$ cat config.mk
export PLATFORM = sky130hd
export DESIGN_NAME = batcharger_ctrl
export DESIGN_NICKNAME = d
export VERILOG_FILES = /design/src/rtl/batcharger_ctrl.sv
export SDC_FILE = /design/constraint.sdc
export NUM_CORES = 1
export LEC_CHECK = 0
export CAP_MARGIN = 20
export CORE_ASPECT_RATIO = 0.75
export CORE_UTILIZATION = 53
export DETAILED_ROUTE_END_ITERATION = 8
export PLACE_DENSITY = 0.81
export SETUP_SLACK_MARGIN = 0.1
export SYNTH_ARGS = -nofsm -noshare
export SYNTH_HDL_FRONTEND = slang
export SYNTH_SLANG_ARGS = --single-unit
$ cat constraint.sdc
create_clock -name clk -period 2.67 [get_ports clk]
set_input_delay 0.534 -clock clk [delete_from_list [all_inputs] [get_ports clk]]
set_output_delay 0.534 -clock clk [all_outputs]
set_load 0.03 [all_outputs]
$ cat src/rtl/batcharger_ctrl.sv
// Li-Po charge controller: filters ADC samples and sequences trickle/CC/CV/done/fault for the power stage.
// Optional macro BATCHARGER_CTRL_CYCLECNT_EN builds the completed-charge-cycle counter on chg_cycles.
module batcharger_ctrl #(
    parameter int VTC    = 154,
    parameter int VCV    = 214,
    parameter int VRCH   = 204,
    parameter int TMIN   = 0,
    parameter int TMAX   = 125,
    parameter int FILT   = 4,
    parameter int TC_TMO = 1000000,
    parameter int CV_TMO = 4000000
) (
    input  logic        clk,
    input  logic        rst,
    input  logic        en,
    input  logic [3:0]  sel,
    input  logic        smp_vld,
    input  logic [7:0]  vbat,
    input  logic [7:0]  ibat,
    input  logic [7:0]  vtbat,
    output logic        chg_en,
    output logic [1:0]  mode,
    output logic [7:0]  iset,
    output logic        fault,
    output logic        done,
    output logic [15:0] chg_cycles
);
    typedef enum logic [2:0] {S_IDLE, S_TC, S_CC, S_CV, S_DONE, S_FAULT} state_t;

    localparam int FW = (FILT > 1) ? $clog2(FILT) : 1;

    state_t        state_q, state_d, tgt;
    logic [FW-1:0] filt_q, filt_d;
    logic [31:0]   timer_q, timer_d;
    logic          tmo_flt_q, tmo_flt_d;
    logic          chg_en_q, chg_en_d, fault_q, fault_d, done_q, done_d;
    logic [1:0]    mode_q, mode_d;
    logic [7:0]    iset_q, iset_d, k8;
    logic          temp_bad, qual, tmo;
    int            vb_i, vt_i;

    always_comb begin
        vb_i     = {24'd0, vbat};
        vt_i     = {24'd0, vtbat};
        k8       = {4'd0, sel} + 8'd1;
        temp_bad = (vt_i < TMIN) || (vt_i > TMAX);
        qual     = 1'b0;
        tgt      = state_q;
        tmo      = 1'b0;
        // Temperature outranks the voltage condition in every charging-related state
        case (state_q)
            S_IDLE: begin
                qual = 1'b1;
                tgt  = (vb_i < VTC) ? S_TC : S_CC;
            end
            S_TC: begin
                tmo = (timer_q >= 32'(TC_TMO - 1));
                if (temp_bad)          begin qual = 1'b1; tgt = S_FAULT; end
                else if (vb_i >= VTC)  begin qual = 1'b1; tgt = S_CC;    end
            end
            S_CC: begin
                if (temp_bad)          begin qual = 1'b1; tgt = S_FAULT; end
                else if (vb_i >= VCV)  begin qual = 1'b1; tgt = S_CV;    end
            end
            S_CV: begin
                tmo = (timer_q >= 32'(CV_TMO - 1));
                if (temp_bad)          begin qual = 1'b1; tgt = S_FAULT; end
                else if (ibat < k8)    begin qual = 1'b1; tgt = S_DONE;  end
            end
            S_DONE: begin
                if (temp_bad)          begin qual = 1'b1; tgt = S_FAULT; end
                else if (vb_i <= VRCH) begin qual = 1'b1; tgt = S_CC;    end
            end
            S_FAULT: begin
                qual = !temp_bad && !tmo_flt_q;
                tgt  = S_IDLE;
            end
            default: tgt = S_IDLE;
        endcase

        state_d = state_q;
        filt_d  = filt_q;
        if (!en) begin
            state_d = S_IDLE;
            filt_d  = '0;
        end else if (tmo) begin
            state_d = (state_q == S_TC) ? S_FAULT : S_DONE;
        end else if (smp_vld) begin
            if (!qual)                        filt_d  = '0;
            else if (filt_q == FW'(FILT - 1)) state_d = tgt;
            else                              filt_d  = filt_q + 1'b1;
        end

        if (state_d != state_q) begin
            filt_d  = '0;
            timer_d = '0;
        end else begin
            timer_d = (timer_q == 32'hFFFF_FFFF) ? timer_q : timer_q + 32'd1;
        end
        tmo_flt_d = (state_d == S_FAULT) && ((state_q == S_FAULT) ? tmo_flt_q : tmo);

        chg_en_d = 1'b0;
        mode_d   = 2'b00;
        iset_d   = 8'd0;
        fault_d  = (state_d == S_FAULT);
        done_d   = (state_d == S_DONE);
        case (state_d)
            S_TC: begin chg_en_d = 1'b1; mode_d = 2'b01; iset_d = k8;         end
            S_CC: begin chg_en_d = 1'b1; mode_d = 2'b10; iset_d = k8 * 8'd10; end
            S_CV: begin chg_en_d = 1'b1; mode_d = 2'b11; iset_d = k8 * 8'd10; end
            default: ;
        endcase
    end

    always_ff @(posedge clk or posedge rst) begin
        if (rst) begin
            state_q   <= S_IDLE;
            filt_q    <= '0;
            timer_q   <= '0;
            tmo_flt_q <= 1'b0;
            chg_en_q  <= 1'b0;
            mode_q    <= 2'b00;
            iset_q    <= 8'd0;
            fault_q   <= 1'b0;
            done_q    <= 1'b0;
        end else begin
            state_q   <= state_d;
            filt_q    <= filt_d;
            timer_q   <= timer_d;
            tmo_flt_q <= tmo_flt_d;
            chg_en_q  <= chg_en_d;
            mode_q    <= mode_d;
            iset_q    <= iset_d;
            fault_q   <= fault_d;
            done_q    <= done_d;
        end
    end

    assign chg_en = chg_en_q;
    assign mode   = mode_q;
    assign iset   = iset_q;
    assign fault  = fault_q;
    assign done   = done_q;

`ifdef BATCHARGER_CTRL_CYCLECNT_EN
    logic [15:0] cyc_q;

    always_ff @(posedge clk or posedge rst) begin
        if (rst)
            cyc_q <= 16'd0;
        else if (state_q == S_CV && state_d == S_DONE && cyc_q != 16'hFFFF)
            cyc_q <= cyc_q + 16'd1;
    end

    assign chg_cycles = cyc_q;
`else
    assign chg_cycles = 16'd0;
`endif
endmodule

# Word-level counts from Yosys, hierarchy flattened
# Index checks and enable logic that the tools add are counted.
# word_totals
register_bits,51
inputBits,32
out_inout_bits,29
word_cells,84
# op_classes
n_addsub,3
mul,1
magnitude_cmp,8
eq_ne,17
mux,38
reduce_logical,8
# op_table
cell,count
two-way mux 32 bit,2
two-way mux 3 bit,13
"adder 32 x 1 -> 32 bit, second input constant",1
"== test 32 bit, second input constant",1
"greater-or-equal comparator 32 x 20 -> 1 bit, second input constant",1
"greater-or-equal comparator 32 x 22 -> 1 bit, second input constant",1
"greater-or-equal comparator 8 bit, second input constant",2
one-hot mux 8 bit (2 select lines),1
one-hot mux 3 bit (5 select lines),1
two-way mux 2 bit,7
"== test 3 x 2 -> 1 bit, second input constant",4
"== test 3 bit, second input constant",4
two-way mux 1 bit,11
"greater-than comparator 8 x 7 -> 1 bit, second input constant",1
"<= comparator 8 bit, second input constant",1
less-than comparator 8 x 5 -> 1 bit,1
"less-than comparator 8 bit, second input constant",1
"multiplier 5 x 3 -> 7 bit, second input constant",1
"== test 3 x 1 -> 1 bit, second input constant",2
one-hot mux 1 bit (6 select lines),1
one-hot mux 2 bit (3 select lines),1
"adder 4 x 1 -> 5 bit, second input constant",1
"inequality test 4 x 3 -> 1 bit, second input constant",1
logical NOT 3 bit,1
12 further kinds,14

# Logic depth before layout (Yosys ltp)
# depth
depth_word,13
ltp_mapped,12
ltp_nobuf,11

# Least setup slack after synthesis
# OpenSTA, ideal clock, no wires.
# synth_timing
kind,in2reg
from,input port sel[0]
to,"register iset_q[3], in the netlist iset[3]"
setup_time_ns,0.081
t_arrival_ns,2.907
required_ns,2.589
slack_ns,-0.318
path_stages,11
path_buffers,0
cell_sequence,ha_1 > xnor2_1 > ha_1 > o211ai_1 > o21ai_0 > a21oi_2 > o21ai_0 > a222oi_1 > a21oi_1 > or3b_4 > o22ai_2
# synth_via
elab_chain_len,13
elab_cells_between_ends,19
cone_classes,add/sub: 1; mul: 1; order compare: 1; eq/ne: 3; mux: 12; reduce/logical: 1
# synth_rtl
element,line,rtl
from (decl),16,"input logic [3:0] sel,"
adder 4 x 1 -> 5 bit (*),45,"k8 = {4'd0, sel} + 8'd1;"
less-than comparator 8 x 5 -> 1 bit,68,else if (ibat < k8) begin qual = 1'b1; tgt = S_DONE; end
two-way mux 3 bit,68,
two-way mux 3 bit,67,if (temp_bad) begin qual = 1'b1; tgt = S_FAULT; end
one-hot mux 3 bit (5 select lines),51,case (state_q)
two-way mux 3 bit,90,else if (filt_q == FW'(FILT - 1)) state_d = tgt;
two-way mux 3 bit,89,if (!qual) filt_d = '0;
two-way mux 3 bit,88,end else if (smp_vld) begin
two-way mux 3 bit,86,end else if (tmo) begin
two-way mux 3 bit,83,if (!en) begin
== test 3 x 2 -> 1 bit,107,case (state_d)
OR reduction 2 bit (no source line),n/a,
one-hot mux 8 bit (2 select lines) (*),107,
net iset_d[3],38,"logic [7:0] iset_q, iset_d, k8;"
to (signal assigned),133,iset_q <= iset_d;
to (decl),38,
# Mark *: on every way through the listed nets, which the timed path passes. The rest lies on a longest branch.
# A chain may end at the register's enable or synchronous reset.

# Worst setup path in the final report
# layout_timing
from,register timer_q[30]
to,register timer_q[28]
# layout_via
elab_chain_len,6
elab_cells_between_ends,9
cone_classes,order compare: 2; eq/ne: 3; mux: 4
# layout_rtl
element,line,rtl
from (decl),34,"logic [31:0] timer_q, timer_d;"
from (signal assigned),129,timer_q <= timer_d;
greater-or-equal comparator 32 x 22 -> 1 bit or greater-or-equal comparator 32 x 20 -> 1 bit (tied branches),"66, 57",
one-hot mux 1 bit (2 select lines),51,
two-way mux 3 bit,86,
two-way mux 3 bit,83,
inequality test 3 bit,94,if (state_d != state_q) begin
inequality test 2 bit (no source line) or two-way mux 32 bit (tied branches),n/a,
# Several ways; a longest one is shown, not always the timed one.

==> results.yml <==
die:
  fp.dieW_um: 94.0
  die_area_um2: 6680
  die_h_um: 71.0
  io_pins: 61
  initial_core_util_pct: 56.3
  coreArea_um2: 5980
  row_count: 24
timing:
  fin_crit_ps: 2890
  tightest_slew_ps: 802
  max_slew_margin_pct: 45.8
  layout_setup_ws_ps: -223
  finalSetupViolations: 38
  drv_slew: 0
  fmax_ghz: 0.346
  finalHoldViolCount: 0
  post-route-period-util_pct: 108
  clock_skew_ps: 18.8
  grt_setup_unrepaired: "yes"
synth:
  synth_top_area_cell: "dfrtp_1"
  netlist_area_um2: 3370
  ys_types: 64
  yosysMostFrequentCell: "nor2_1"
  synth-compound-area-share_pct: 13.2
  synth-xor-area-share_pct: 9.37
  synthTopCellsByCount: "nor2_1, dfrtp_1, nand2_1"
  synth_cells: 379
  synth-edff-count: 0
  synth_top_family_by_area: "simple AND/OR/NAND/NOR gates"
  synth_flop_cell: "dfrtp_1"
  synth_warnings: 0
  synth.avg_cell_area_um2: 8.88
  synthArstFlopShare_pct: 100
  synthDominantCellAreaShare_pct: 37.9
  synth_fa_ha_area_share_pct: 5.06
  muxShareOfSynthArea_pct: 1.49
  synth_seq_area_share_pct: 37.9
  yosys_register_bits: 51
  ys_top_cells_by_area: "dfrtp_1, nor2_1, xor2_1, ha_1, xnor2_1"
  synthSimpleGateAreaFrac_pct: 25.1
worst_setup_path:
  critPathLaunchType: "flop"
  required_ps: 2910
  crit_slowest_cell: "dfrtp_1"
  worstPathArrival_ps: 3130
  cp_max_fo: 6
  cp_slowest_stage_delay_ps: 440
  cp-end-kind: "flop"
  path_class: "reg -> reg"
  crit_chain: "nor4_2 > nand4_1 > o21ai_0 > o21ai_1 > or2_2 > o41ai_1 > nand3_4 > buf_8 > a211oi_2"
place:
  routabilityCongestion: 0.957
  port-buffer-count: 43
  dp_hpwl_um: 6240
  placed_area_um2: 4130
  placed_cells: 527
cells_and_area:
  diodes: 0
  final_nets: 515
  layout-drive-gt1-share_pct: 31.6
  design_area_um2: 4830
  area_growth_pct: 43.6
  stdcell_count: 549
routing:
  detailroute.via_count: 3633
  highest_layer: "met4"
  met3_length_um: 1180
  drt_wl_total_um: 11700
  vias_per_cell: 6.62
  wl_met2_um: 5430
  detail_route.iter0.violations: 508
  ant_nets: 0
  wl_met1_um: 4410
  post_drt_wl_per_cell_um: 21.2
  drc_errors: 0
  first_pass_iters: 8
clock_tree:
  htreeDepth: 2
  clockRootBuffer: "clkbuf_8"
  clock_latency_ps: 320
  cts_tree: "yes"
  path_clk_slew_ps: 110
  cts_buffers: 5
  clockBufferDepth: 2
  cts.sink_count: 51
global_route:
  grt_max_degree: 21
  grt_pass1_wl_um: 14500
  grt-ovfl-total: 0
  grt_pass1_vias: 2991
  antenna_found_initial: 0
  grt_usage_pct: 27.5
power:
  vdd_drop_max_uv: 313
  p_leak_nw: 2.10
  power_density_nw_per_um2: 367
job:
  cap_violations: 0
outcome:
  status: "finished with violations"
  violations: "setup timing"
worst_hold_path:
  hp-class: "in -> async"
[stage by stage]
step / power [mW] / hold WS (ps) / util, % / setup TNS (ps) / setup WS [ps]
after global routing: 1.83 / 544 / 80.9 / -8650 / -287
after global placement: 1.16 / 524 / 69.2 / -34870 / -771
after CTS: 1.68 / 497 / 75.2 / -38.5 / -38.5
final: 1.77 / 487 / 80.9 / -5560 / -223
after detailed placement: 1.18 / 537 / 69.2 / -41170 / -919
after floorplan: 1.06 / 505 / - / -379 / -118
[kinds of logic after synthesis]
| logic type | after synthesis |
|---|---|
| simple gates | 167 |
| fa+ha+maj | 13 |
| xor+xnor | 36 |
| mux | 5 |
| flops | 51 |
| other cells | 1 |
| buf+inv | 49 |
| compound gates | 57 |
[cells in the final DEF (no fill, tap or decap), drive strengths merged, types with 12 or more instances in the layout]
cell           count
nor2              55
clkdlybuf4s50     23
dlygate4sd2       14
inv               22
nand3             20
nand4             13
conb              16
dfrtp             51
nand2             31
buf               56
ha                12
xnor2             17
xor2              19
a21oi             12
[registers in the layout (all words and copies together) (netlist names)]
| register | flops |
|---|---|
| timer_q | 32 |
| iset | 8 |
| state_q | 3 |
| filt_q | 2 |
| mode | 2 |
| chg_en | 1 |
| done | 1 |
| fault | 1 |
| tmo_flt_q | 1 |
[area by class of cell]
class / count / area (um^2)
clock buffers: 5 / 68.8
flip-flops and latches: 51 / 1280
well taps: 78 / 97.6
multi-input cells: 294 / 2340
clock inverters: 3 / 25.0
inverters: 20 / 77.6
fillers: 295 / 1140
repair buffers: 98 / 950
[final timing paths]
kind	start	endpoint	slack (ps)	cells past startpoint
max	timer_q[30]$_DFFE_PP0P_	timer_q[28]$_DFFE_PP0P_	-220	9
min	rst	timer_q[12]$_DFFE_PP0P_	490	2
max reg2reg	timer_q[30]$_DFFE_PP0P_	timer_q[28]$_DFFE_PP0P_	-220	9
min reg2reg	filt_q[1]$_DFFE_PP0P_	filt_q[1]$_DFFE_PP0P_	620	2
max in group asynchronous	rst	timer_q[29]$_DFFE_PP0P_	1550	3
min in group clk	sel[0]	iset[0]$_DFF_PP0_	610	4
[timing repair]
item	CTS	global route
setup buffers	3	8
hold buffers	0	0
resized for setup	93	51
cloned	1	3
endpoints found under the setup margin	51	49
pin swaps	31	22
[critical path: cells and delay by family (launching register included)]
family	cells	cell delay, ps
AOI/OAI and AO/OA	4	860
buffers and inverters	1	240
DFF	1	440
and+or+nand+nor	4	1260
[power by group]
| group | leakage, nW | switching [mW] | internal [mW] |
|---|---|---|---|
| sequential | 0.706 | 0.0376 | 0.799 |
| clock | 0.0452 | 0.289 | 0.192 |
| combinational | 1.35 | 0.256 | 0.201 |
[per-layer routing]
metal	up-vias	GRT usage, %
met3	106	4.41
met1	1713	39.8
met2	337	43.6
met4	0	6.15
li1	1477	-
met5	-	0
Note: power is estimated with default switching activity, not from simulation.
